<file path="config.mk">
export PLATFORM = sky130hd
export DESIGN_NAME = hd44780_frame_seq
export DESIGN_NICKNAME = d
export VERILOG_FILES = /design/src/rtl/hd44780_pkg.sv /design/src/rtl/hd44780_frame_rom.sv /design/src/rtl/hd44780_frame_seq.sv
export SDC_FILE = /design/constraint.sdc
export NUM_CORES = 1
export LEC_CHECK = 0
export CORE_ASPECT_RATIO = 0.8
export CORE_MARGIN = 2
export CORE_UTILIZATION = 54
export CTS_BUF_LIST = sky130_fd_sc_hd__clkbuf_4 sky130_fd_sc_hd__clkbuf_8
export CTS_CLUSTER_SIZE = 25
export DETAILED_ROUTE_END_ITERATION = 8
export PLACE_DENSITY = 0.77
export RECOVER_POWER = 25
export SLEW_MARGIN = 40
export SYNTH_ARGS = -nofsm -noshare
export SYNTH_HDL_FRONTEND = slang
export SYNTH_HIERARCHICAL = 1
export SYNTH_SLANG_ARGS = --single-unit
</file>
<file path="constraint.sdc">
create_clock -name i_clk -period 6.3 [get_ports i_clk]
set_input_delay 1.89 -clock i_clk [delete_from_list [all_inputs] [get_ports i_clk]]
set_output_delay 1.89 -clock i_clk [all_outputs]
set_load 0.005 [all_outputs]
</file>
<file path="src/rtl/hd44780_pkg.sv">
// Shared types and byte constants for the HD44780 frame sequencer.
// Also holds the BCD-digit-to-ASCII helper and the init command table.
package hd44780_pkg;

  typedef enum logic [2:0] {
    S_PWR_WAIT,
    S_INIT_EMIT,
    S_INIT_WAIT,
    S_IDLE,
    S_EMIT,
    S_WAIT
  } state_e;

  localparam logic [7:0] CMD_FUNC_8BIT_2L = 8'h38;
  localparam logic [7:0] CMD_DISP_ON      = 8'h0C;
  localparam logic [7:0] CMD_ENTRY_INC    = 8'h06;
  localparam logic [7:0] CMD_CLEAR        = 8'h01;
  localparam logic [7:0] CMD_SET_DDRAM    = 8'h80;

  localparam logic [7:0] ASCII_0     = 8'h30;
  localparam logic [7:0] ASCII_QMARK = 8'h3F;
  localparam logic [7:0] ASCII_SPACE = 8'h20;
  localparam logic [7:0] ASCII_A     = 8'h41;
  localparam logic [7:0] ASCII_P     = 8'h50;
  localparam logic [7:0] ASCII_M     = 8'h4D;

  // Frame index width covers the largest frame: 1 + 3*8 - 1 + 3 = 27 bytes.
  localparam int IDX_W = 5;

  function automatic logic [7:0] bcd_ascii(input logic [3:0] n);
    return (n > 4'd9) ? ASCII_QMARK : (ASCII_0 | {4'h0, n});
  endfunction

  function automatic logic [7:0] init_cmd(input logic [1:0] idx);
    case (idx)
      2'd0:    return CMD_FUNC_8BIT_2L;
      2'd1:    return CMD_DISP_ON;
      2'd2:    return CMD_ENTRY_INC;
      default: return CMD_CLEAR;
    endcase
  endfunction

endpackage

</file>
<file path="src/rtl/hd44780_frame_rom.sv">
// Maps a frame byte index to {rs, byte}: DDRAM command, BCD digits with
// separators, then the optional " AM"/" PM" suffix.
module hd44780_frame_rom
  import hd44780_pkg::*;
#(
  parameter int         N_FIELDS  = 3,
  parameter logic [7:0] SEP_CHAR  = 8'h3A,
  parameter bit         SHOW_AMPM = 1'b1,
  parameter logic [6:0] LINE_ADDR = 7'h00
) (
  input  logic [IDX_W-1:0]      idx_i,
  input  logic [8*N_FIELDS-1:0] fields_i,
  input  logic                  pm_i,
  output logic                  rs_o,
  output logic [7:0]            byte_o
);

  int j;

  always_comb begin
    rs_o   = 1'b1;
    byte_o = ASCII_SPACE;
    j      = int'(idx_i) - 1;
    if (idx_i == '0) begin
      rs_o   = 1'b0;
      byte_o = CMD_SET_DDRAM | {1'b0, LINE_ADDR};
    end else begin
      // Field k occupies character slots 3k (hi), 3k+1 (lo), 3k+2 (separator).
      for (int k = 0; k < N_FIELDS; k++) begin
        if (j == 3*k)
          byte_o = bcd_ascii(fields_i[8*(N_FIELDS-1-k)+4 +: 4]);
        else if (j == 3*k + 1)
          byte_o = bcd_ascii(fields_i[8*(N_FIELDS-1-k) +: 4]);
        else if (j == 3*k + 2 && k < N_FIELDS - 1)
          byte_o = SEP_CHAR;
      end
      if (SHOW_AMPM) begin
        if (j == 3*N_FIELDS - 1)
          byte_o = ASCII_SPACE;
        else if (j == 3*N_FIELDS)
          byte_o = pm_i ? ASCII_P : ASCII_A;
        else if (j == 3*N_FIELDS + 1)
          byte_o = ASCII_M;
      end
    end
  end

endmodule

</file>
<file path="src/rtl/hd44780_frame_seq.sv">
// HD44780 sequencer: power-on init, then one display frame per update request,
// streamed as {rs, byte} over valid/ready with tick-counted settle delays.
module hd44780_frame_seq
  import hd44780_pkg::*;
#(
  parameter int          N_FIELDS  = 3,
  parameter logic [7:0]  SEP_CHAR  = 8'h3A,
  parameter bit          SHOW_AMPM = 1'b1,
  parameter logic [6:0]  LINE_ADDR = 7'h00,
  parameter logic [10:0] T_PWR     = 11'd1316,
  parameter logic [10:0] T_CMD     = 11'd32,
  parameter logic [10:0] T_CLR     = 11'd1224
) (
  input  logic                  i_clk,
  input  logic                  i_reset_n,
  input  logic                  i_ena,
  input  logic                  i_update_pulse,
  input  logic                  i_pm,
  input  logic [8*N_FIELDS-1:0] i_fields,
  input  logic                  i_ready,
  output logic                  o_valid,
  output logic                  o_rs,
  output logic [7:0]            o_byte,
  output logic                  o_init_done,
  output logic                  o_busy,
  output logic                  o_frame_done
);

  localparam int              FRAME_LEN = 3*N_FIELDS + (SHOW_AMPM ? 3 : 0);
  localparam logic [IDX_W-1:0] LAST_IDX = IDX_W'(FRAME_LEN - 1);

  state_e                state_q, state_d;
  logic [10:0]           cnt_q, cnt_d;
  logic [1:0]            init_idx_q, init_idx_d;
  logic [IDX_W-1:0]      idx_q, idx_d;
  logic                  pending_q, pending_d;
  logic [8*N_FIELDS-1:0] fld_q, fld_d;
  logic                  pm_q, pm_d;
  logic                  valid_q, valid_d;
  logic                  rs_q, rs_d;
  logic [7:0]            byte_q, byte_d;
  logic                  init_done_q, init_done_d;
  logic                  frame_done_q, frame_done_d;

  logic [10:0]      lim;
  logic             tick_done;
  logic             xfer;
  logic [IDX_W-1:0] rom_idx;
  logic             rom_rs;
  logic [7:0]       rom_byte;

  // ROM always looks one byte ahead: index 0 from IDLE, otherwise the successor.
  assign rom_idx = (state_q == S_IDLE) ? '0 : idx_q + IDX_W'(1);

  hd44780_frame_rom #(
    .N_FIELDS (N_FIELDS),
    .SEP_CHAR (SEP_CHAR),
    .SHOW_AMPM(SHOW_AMPM),
    .LINE_ADDR(LINE_ADDR)
  ) u_rom (
    .idx_i   (rom_idx),
    .fields_i(fld_q),
    .pm_i    (pm_q),
    .rs_o    (rom_rs),
    .byte_o  (rom_byte)
  );

  always_comb begin
    lim = T_CMD;
    if (state_q == S_PWR_WAIT)
      lim = T_PWR;
    else if (state_q == S_INIT_WAIT && init_idx_q == 2'd3)
      lim = T_CLR;
  end

  assign tick_done = i_ena && (cnt_q == lim - 11'd1);
  assign xfer      = valid_q && i_ready;

  always_comb begin
    state_d      = state_q;
    cnt_d        = cnt_q;
    init_idx_d   = init_idx_q;
    idx_d        = idx_q;
    fld_d        = fld_q;
    pm_d         = pm_q;
    valid_d      = valid_q;
    rs_d         = rs_q;
    byte_d       = byte_q;
    init_done_d  = init_done_q;
    frame_done_d = 1'b0;

    case (state_q)
      S_PWR_WAIT: begin
        if (i_ena) cnt_d = cnt_q + 11'd1;
        if (tick_done) begin
          cnt_d      = '0;
          init_idx_d = 2'd0;
          valid_d    = 1'b1;
          rs_d       = 1'b0;
          byte_d     = init_cmd(2'd0);
          state_d    = S_INIT_EMIT;
        end
      end
      S_INIT_EMIT: begin
        if (xfer) begin
          valid_d = 1'b0;
          cnt_d   = '0;
          state_d = S_INIT_WAIT;
        end
      end
      S_INIT_WAIT: begin
        if (i_ena) cnt_d = cnt_q + 11'd1;
        if (tick_done) begin
          cnt_d = '0;
          if (init_idx_q == 2'd3) begin
            init_done_d = 1'b1;
            state_d     = S_IDLE;
          end else begin
            init_idx_d = init_idx_q + 2'd1;
            valid_d    = 1'b1;
            rs_d       = 1'b0;
            byte_d     = init_cmd(init_idx_q + 2'd1);
            state_d    = S_INIT_EMIT;
          end
        end
      end
      S_IDLE: begin
        if (i_update_pulse || pending_q) begin
          fld_d   = i_fields;
          pm_d    = i_pm;
          idx_d   = '0;
          valid_d = 1'b1;
          rs_d    = rom_rs;
          byte_d  = rom_byte;
          state_d = S_EMIT;
        end
      end
      S_EMIT: begin
        if (xfer) begin
          valid_d      = 1'b0;
          cnt_d        = '0;
          frame_done_d = (idx_q == LAST_IDX);
          state_d      = S_WAIT;
        end
      end
      S_WAIT: begin
        if (i_ena) cnt_d = cnt_q + 11'd1;
        if (tick_done) begin
          cnt_d = '0;
          if (idx_q == LAST_IDX) begin
            state_d = S_IDLE;
          end else begin
            idx_d   = idx_q + IDX_W'(1);
            valid_d = 1'b1;
            rs_d    = rom_rs;
            byte_d  = rom_byte;
            state_d = S_EMIT;
          end
        end
      end
      default: state_d = S_PWR_WAIT;
    endcase
  end

  // A pending request is consumed in IDLE; a pulse landing that same cycle re-arms it.
  always_comb begin
    if (state_q == S_IDLE)
      pending_d = pending_q && i_update_pulse;
    else
      pending_d = pending_q || i_update_pulse;
  end

  always_ff @(posedge i_clk or negedge i_reset_n) begin
    if (!i_reset_n) begin
      state_q      <= S_PWR_WAIT;
      cnt_q        <= '0;
      init_idx_q   <= '0;
      idx_q        <= '0;
      pending_q    <= 1'b0;
      fld_q        <= '0;
      pm_q         <= 1'b0;
      valid_q      <= 1'b0;
      rs_q         <= 1'b0;
      byte_q       <= 8'h00;
      init_done_q  <= 1'b0;
      frame_done_q <= 1'b0;
    end else begin
      state_q      <= state_d;
      cnt_q        <= cnt_d;
      init_idx_q   <= init_idx_d;
      idx_q        <= idx_d;
      pending_q    <= pending_d;
      fld_q        <= fld_d;
      pm_q         <= pm_d;
      valid_q      <= valid_d;
      rs_q         <= rs_d;
      byte_q       <= byte_d;
      init_done_q  <= init_done_d;
      frame_done_q <= frame_done_d;
    end
  end

  assign o_valid      = valid_q;
  assign o_rs         = rs_q;
  assign o_byte       = byte_q;
  assign o_init_done  = init_done_q;
  assign o_busy       = (state_q != S_IDLE);
  assign o_frame_done = frame_done_q;

endmodule

</file>
# Yosys cells after proc, flatten, opt, wreduce, memory -nomap -nowiden
# Index checks and enable logic that the tools add are counted.
# Widths: inputs -> output; s select.
[word_totals] reg_bits=59 input_bits=30 output_inout_bits=13 rom_bits=0 ramBits=0 word_cells=148 latchBits=0 mem_count=0
[op_classes] reduce_logical=24 mul=0 n_div=0 n_shift=0 eq_ne=31 bitwise_logic=0 n_addsub=5 n_lt_le_gt_ge=6 mux=70
[op_table] operator="$mux 8" n=17
[op_table] operator="$eq 32x4->1 const B" n=4
[op_table] operator="$eq 32x5->1 const B" n=3
[op_table] operator="$eq 32x3->1 const B" n=2
[op_table] operator="$mux 11" n=5
[op_table] operator="$eq 32x2->1 const B" n=1
[op_table] operator="$logic_not 32->1" n=1
[op_table] operator="$pmux 8 s4" n=1
[op_table] operator="$mux 5" n=6
[op_table] operator="$gt 4x4->1 const B" n=6
[op_table] operator="$mux 4" n=6
[op_table] operator="$pmux 11 s2" n=1
[op_table] operator="$mux 3" n=7
[op_table] operator="$pmux 3 s6" n=1
[op_table] operator="$pmux 6 s3" n=1
[op_table] operator="$mux 1" n=17
[op_table] operator="$ne 2x2->1 const B" n=7
[op_table] operator="$add 11x1->11 const B" n=1
[op_table] operator="$eq 11x11->1" n=1
[op_table] operator="$sub 11x1->11 const B" n=1
[op_table] operator="$pmux 5 s2" n=1
[op_table] operator="$mux 2" n=4
[op_table] operator="$reduce_and 4->1" n=2
[op_table] operator="$reduce_and 8->1" n=1
[op_table] operator="other kinds (29)" n=39

# Logic depth before layout (Yosys ltp)
# Gate-level depths: netlist of the first run.
[logic_depth] word_depth=19 depth_mapped=13 ltp_nobuf=12

# Hierarchy
# Netlist of the first run, hierarchy kept.
[modules_own_cells] module="hd44780_frame_seq" n_inst=1 seq_area_each_um2=1476.4 cells_each=347 area_each_um2=3206.8
[modules_own_cells] module="hd44780_frame_rom" n_inst=1 seq_area_each_um2=0.0 cells_each=92 area_each_um2=573.0

# Least setup slack after synthesis of the first run
# OpenSTA, ideal clock, no wires.
[synth_path] kind="input -> register" start="in i_ena" end="reg cnt_q[9]" required_time_ns=6.213 stages=6 path_buffers=1 setup_ns=0.087 arrival_time_ns=3.226 path_slack_ns=2.987 cell_sequence="or3b_1 > nand2_1 > o21ai_1 > clkbuf_1 > or4_1 > a22oi_1"
[synth_via] elab_chain_cells=3 elab_cells_between_ends=5 classes_between="eq/ne: 1; mux: 2; reduce/logical: 2"
[synth_lines] item="start, declared" line="hd44780_frame_seq.sv:16" rtl="input logic i_ena,"
[synth_lines] item="$logic_and 1x1->1" line="hd44780_frame_seq.sv:76" rtl="assign tick_done = i_ena && (cnt_q == lim - 11'd1);"
[synth_lines] item="$ne 3x1->1 (no line) / $mux 11 (equally long branches)"
[synth_lines] item="$reduce_and 3->1 (no line) / $pmux 11 s2 (equally long branches)"
[synth_lines] item="end signal, assigned" line="hd44780_frame_seq.sv:189" rtl="cnt_q <= cnt_d;"
[synth_lines] item="end, declared" line="hd44780_frame_seq.sv:33" rtl="logic [10:0] cnt_q, cnt_d;"
# Parallel ways exist; a longest one is shown, timed or not.
# A chain may end at the register's enable or synchronous reset.

==> metrics.cfg, run 1 <==
[finish]
area_growth_pct = 18.80
fin_nets = 508
fin_cells = 565
drive_above_1_share_pct = 9.414
num_antenna_cells = 0

[global_routing]
grt_util_all_layers_pct = 25.73
grt_pass1_wl_mm = 16.00
grt_pass1_vias = 3270
grt-ovfl-total = 0
grt_max_degree = 60
antenna_found_initial = 0

[synth]
async_flop_share_pct = 100.0
syn_area_per_cell_sq_um = 8.610
yosysTopAreaCell = dfrtp_1
syn-num-nets = 474
ys_ff_latch = 59
yosys-top-cells-area = dfrtp_1 39%, nand2_1 10%, a21oi_1 2.5%
synth_flop_cell = dfrtp_1
syn_inst = 439
netlist.area_leader.share_pct = 39.06
yosys_warnings = 6
synth_cell_type_count = 70
synth_edf_count = 0
syn_area_sq_um = 3780
seq_area_frac_synth_pct = 39.06

[timing]
skew_ns = 0.01184
max_freq_mhz = 221.2
slew_violations = 60
rsz0062_at_grt = no
fin_tns_setup_ns = 0
setup_violations = 0
worst_pin_slew_ns = 3.207
final-hold-violation-count = 0
min_period_ns = 4.520
max_slew_margin_pct = -113.8
fin_crit_sh_pct = 71.74

[hold_path]
hold_class = register to register
hold_start = fld_q[12]

[drt]
met1_length_mm = 4.413
via_per_inst = 6.088
wl_mm = 9.365
top_layer = met4
routedWlPerCell_um = 16.58
drtAntennaViolNets = 0
met3_length_um = 655
dr_wl_met2_mm = 4.173
drc = 0
drt_iter0_drc = 289
routed-via-count = 3440
drt-pass1-iter-count = 5

[run]
drv_cap = 1

[power]
irDropWorstVdd_uv = 141.4
swShare_pct = 39.40
clockPowerShare_pct = 22.8
intPower_w = 0.001076
pwr-share-seq_pct = 36.8
pwr-share-comb_pct = 40.3
power_leakage_nw = 1.956
p_switching_w = 0.0007000
p_per_area_nw_per_um2 = 395.6

[placement]
dp_hpwl_mm = 6.461
place_inst = 549
gp_congestion = 0.9337
port_buffers = 42

[worst_setup_path]
required_ns = 6.03
cp_data_arrival_time_ns = 4.25
cp-startpoint = i_reset_n
path_cells = buf_2 -> clkbuf_1
worstSetupEndpointType = async pin
path_buf_inv = 2
crit_path_max_fanout = 59
critPathLaunchType = input port
critPathSlowestCell = clkbuf_1
r2r_start = state_q[0]
crit_family = buffers and inverters
slowest_delay_ns = 2.26
crit_type = input port to async pin

[floorplanning]
die_x_um = 97.54
num_rows = 27
io_pins = 43
die_y_um = 78.83
core_sq_um = 6824
die_area_sq_um = 7689
initial_core_util_pct = 55.39

[clock_tree]
clock_latency_ns = 0.35
post_cts_resized = 0
tritoncts = built
cts.sinks = 59
clkTransAtPathRegs_ns = 0.08
numCtsBuffers = 9
clockBufferDepth = 2
holdBufCountCts = 0
h-tree-depth = 3
cts_setup_buffers = 0
clock_tree.root_cell = clkbuf_8

[outcome]
run_status = finished, violations left
violations = capacitance limit, slew limit

## final timing paths
path	slack (ns)	endpoint	depth (start not counted)
worst max-delay path	1.78	cnt_q[5]	2
min in group asynchronous	2.71	fld_q[16]	2
max in group i_clk	1.98	o_busy	3
worst max register to register	2.52	o_byte[1]	9
worst min-delay path	0.48	fld_q[12]	2
worst min register to register	0.48	fld_q[12]	2
## cell families (layout without fill, tap and decap cells)
family                   count (synthesis)  in the layout  share of synthesized area (%)
AND/OR/NAND/NOR                        192            192                          24.53
AO/OA/AOI/OAI                          119            119                          22.91
flip-flops                              59             59                          39.06
buffers and inverters                   35             74                          3.575
multiplexers                            17             17                          5.462
XOR/XNOR                                11             11                          2.549
adder cells (fa/ha/maj)                  6              6                          1.920
## metrics by stage
stage	utilization (%)	power [W]	instance area, sq um	worst slack [ns]	hold WS [ns]
after floorplan	-	0.001134	3780	2.987	0.4382
after global placement	62.19	0.001325	4244	2.221	0.4594
after detailed placement	62.34	0.001357	4254	2.124	0.4643
after CTS	65.73	0.001767	4486	2.038	0.4828
after global routing	65.80	0.001897	4491	1.073	0.5038
final	65.80	0.001776	4491	1.780	0.4778
## synth_stat cells (6+ instances only)
master,number
o21ai_1,8
o21ai_0,13
a22oi_1,6
nand2_1,104
nor2_1,22
o22ai_1,6
inv_1,12
a21o_1,9
mux2i_1,8
xnor2_1,6
a21oi_1,19
a211oi_1,8
clkbuf_1,17
nor2b_1,6
nand3_1,12
dfrtp_1,59
o211ai_1,6
mux2_4,6
a31oi_1,6
## sequential cells by signal, summed over array words and instances (netlist names)
register	cells
fld_q	24
cnt_q	11
init_idx_q	2
o_init_done	1
o_frame_done	1
o_byte	8
o_rs	1
pending_q	1
pm_q	1
state_q	3
o_valid	1
idx_q	5
## worst min-delay path: cells and delay by family (launching register included)
kind / cells / cell delay (ns)
and+or+nand+nor: 2 / 0.10
DFF: 1 / 0.35
## cells in the final DEF (no fill, tap or decap), types with 5 or more instances in the layout
master,instances
mux2i_1,8
inv_1,12
xor2_1,5
or4_1,5
nor2_1,20
a31oi_1,6
nand2_1,104
o211ai_1,6
o22ai_1,6
o21ai_0,13
nand3_1,12
mux2_4,6
dfrtp_1,59
a21o_1,9
xnor2_1,6
o21ai_1,6
a211oi_1,8
clkbuf_8,11
nor2b_1,5
a21oi_1,19
o21a_1,5
ha_1,5
clkdlybuf4s50_1,41
a22oi_1,6
## area by class of cell
class / instances / area (sq um)
timing repair buffer: 45 / 434.2
clock buffer: 12 / 158.9
sequential: 59 / 1476
multi-input combinational: 345 / 2191
inverter: 13 / 48.80
fill: 557 / 2333
tap: 87 / 108.9
clock inverter: 4 / 72.57
## per-layer routing
metal	global-route usage, %	vias to the layer above
met3	6.602	14
met5	0	-
met4	7.639	0
met1	36.30	1644
li1	-	1652
met2	39.38	130
## power groups by stage
stage / Sequential, W / Clock, W / Combinational [W]
final: 0.000654 / 0.000405 / 0.000717
after global routing: 0.000673 / 0.000426 / 0.000797
after CTS: 0.000650 / 0.000408 / 0.000709
after detailed placement: 0.000655 / 0 / 0.000702
after global placement: 0.000647 / 0 / 0.000678
after floorplan: 0.000592 / 0 / 0.000542
(Power assumes the default switching activity.)
==> inputs of run 2 (changes only) <==
- CORE_UTILIZATION: 54 -> 53
- PLACE_DENSITY: 0.77 -> 0.79
- clock period: 6.3 -> 3.9 ns (I/O delays scaled with it)
==> metrics.cfg, run 2 (same netlist as run 1, synthesis figures left out) <==
[clock_tree]
cts_setup_buffers = 0  ; unchanged
numCtsBuffers = 9  ; unchanged
clockBufferDepth = 2  ; unchanged
h-tree-depth = 3  ; unchanged
clock_tree.root_cell = clkbuf_8
holdBufCountCts = 0  ; unchanged
tritoncts = built
post_cts_resized = 0  ; unchanged
cts.sinks = 59  ; unchanged
clkTransAtPathRegs_ns = 0.07  ; about the same
clock_latency_ns = 0.33  ; -0.02 ns

[worst_setup_path]
crit_path_max_fanout = 16  ; -73%
cp_data_arrival_time_ns = 3.56  ; -0.69 ns
critPathLaunchType = register
required_ns = 4.12  ; -1.91 ns
crit_type = register to register
worstSetupEndpointType = register

[global_routing]
grt_pass1_wl_mm = 16.06  ; +0.39%
busiest_layer = met1
met2_usage_pct = 35.51  ; -3.9 points
grt-ovfl-total = 0  ; unchanged
grt_max_degree = 60  ; unchanged
antenna_found_initial = 0  ; unchanged
use_met1_pct = 39.75  ; +3.5 points
globalRouteMet3Util_pct = 5.867  ; -0.74 points
grt_util_all_layers_pct = 25.39  ; -0.34 points
grt_pass1_vias = 3177  ; -2.8%

[timing]
fin_tns_setup_ns = 0  ; unchanged
setup_violations = 0  ; unchanged
rsz0062_at_grt = no
min_period_ns = 3.338
max_freq_mhz = 299.6
skew_ns = 0.004303  ; -0.007541 ns
slew_violations = 0  ; -100%
final-hold-violation-count = 0  ; unchanged
worst_pin_slew_ns = 1.456  ; -1.751 ns
max_slew_margin_pct = 2.948  ; +120 points
setup_slack_ns = 0.5620  ; -1.218 ns
fin_crit_sh_pct = 85.59

[floorplanning]
die_x_um = 98.42  ; +0.90%
die_area_sq_um = 7828  ; +1.8%
num_rows = 27  ; unchanged
die_y_um = 79.54  ; +0.89%
io_pins = 43  ; unchanged
core_sq_um = 6892  ; +0.99%
initial_core_util_pct = 54.85  ; -0.54 points

[finish]
drive_above_1_share_pct = 9.711  ; +0.30 points
layout_common_cells = 104 x nand2_1, 59 x dfrtp_1, 41 x clkdlybuf4s50_1, 22 x nor2_1, 19 x a21oi_1
area_growth_pct = 18.83  ; about the same
num_antenna_cells = 0  ; unchanged
final_common_cell = nand2_1
largest_reg_flops = 24  ; unchanged
largest-register = fld_q
fin_nets = 515  ; +1.4%
fin_cells = 571  ; +1.1%

[drt]
drc = 0  ; unchanged
drtAntennaViolNets = 0  ; unchanged
drt_iter0_drc = 416  ; +44%
wl_mm = 9.265  ; -1.1%
via_per_inst = 5.965  ; -2.0%
routedWlPerCell_um = 16.23  ; -2.1%
drt-pass1-iter-count = 6  ; +1
routed-via-count = 3406  ; -0.99%

[placement]
port_buffers = 42  ; unchanged
dp_hpwl_mm = 6.555  ; +1.5%
dpl_worst_slack_ns = 0.6028  ; -1.522 ns
gp_congestion = 0.9005  ; -3.6%
place_inst = 556  ; +1.3%

[power]
pwr-share-comb_pct = 43.8  ; +3.5 points
intPower_w = 0.001700  ; +58%
swShare_pct = 39.44  ; about the same
pwr-share-seq_pct = 35.7  ; -1.1 points
p_per_area_nw_per_um2 = 624.8  ; +58%
p_switching_w = 0.001107  ; +58%
irDropWorstVdd_uv = 394.9  ; +180%
power_leakage_nw = 1.983  ; +1.4%
clockPowerShare_pct = 20.5  ; -2.3 points

[outcome]
run_status = finished, final reports clean

[run]
drv_cap = 0  ; -1

[hold_path]
hold_class = register to register

[run 2: cell count changes in the layout (fill, tap and decap cells not counted)]
cell	previous run	this run
clkbuf_2	0	1
clkbuf_1	1	0
nor2_1	20	22
nor2b_2	1	0
clkinvlp_4	1	0
o21ai_2	2	1
o21ai_4	1	0
buf_4	2	9
o21ai_1	6	8
bufinv_16	2	1
nor2_2	2	0
nor2b_1	5	6
clkbuf_4	1	2
[run 2: final timing paths]
kind	end	slack, ns	depth (start not counted)	start
worst max register to register	o_byte[1]	0.56	9	state_q[2]
worst min register to register	o_init_done	0.47	2	o_init_done
max in group asynchronous	cnt_q[3]	1.76	2	i_reset_n
min in group asynchronous	fld_q[14]	1.27	2	i_reset_n
worst min-delay path	o_init_done	0.47	2	o_init_done
worst max-delay path	o_byte[1]	0.56	9	state_q[2]
[run 2: power groups by stage]
| stage | Combinational (W) | Sequential [W] | Clock (W) |
|---|---|---|---|
| after floorplan | 0.000876 | 0.000957 | 0 |
| after global placement | 0.00118 | 0.000998 | 0 |
| after detailed placement | 0.00121 | 0.00100 | 0 |
| after CTS | 0.00122 | 0.000996 | 0.000584 |
| after global routing | 0.00136 | 0.00103 | 0.000610 |
| final | 0.00123 | 0.00100 | 0.000575 |
[run 2: final cells by class]
type                            count  area, sq um
Clock buffer                       13        166.4
Clock inverter                      2        35.03
Fill cell                         576         2400
Inverter                           13        48.80
Multi-Input combinational cell    345         2168
Sequential cell                    59         1476
Tap cell                           87        108.9
Timing Repair Buffer               52        488.0
[run 2: metal layers]
layer | share of wire, % | vias up | wire (um)
li1 | - | 1671 | -
met1 | 51 | 1597 | 4748
met2 | 41 | 126 | 3777
met3 | 7.0 | 12 | 645
met4 | 1.0 | 0 | 95
met5 | 0 | - | 0
[run 2: critical path: stages (launching register included)]
cell	delay, ns
dfrtp_1	0.55
and3b_1	0.52
nor2_1	0.29
or4b_4	0.62
a21oi_1	0.15
or3_1	0.12
a41oi_1	0.19
mux2_2	0.33
a22o_1	0.19
mux2_4	0.25
[run 2: through the flow]
| step | area, sq um | power [W] | utilization (%) | hold slack [ns] |
|---|---|---|---|---|
| finish | 4492 | 0.002806 | 65.18 | 0.4733 |
| global route | 4492 | 0.003005 | 65.18 | 0.5067 |
| CTS | 4494 | 0.002804 | 65.21 | 0.4804 |
| detailed placement | 4293 | 0.002219 | 62.29 | 0.4618 |
| global placement | 4293 | 0.002176 | 62.29 | 0.4647 |
| floorplan | 3780 | 0.001832 | - | 0.4382 |
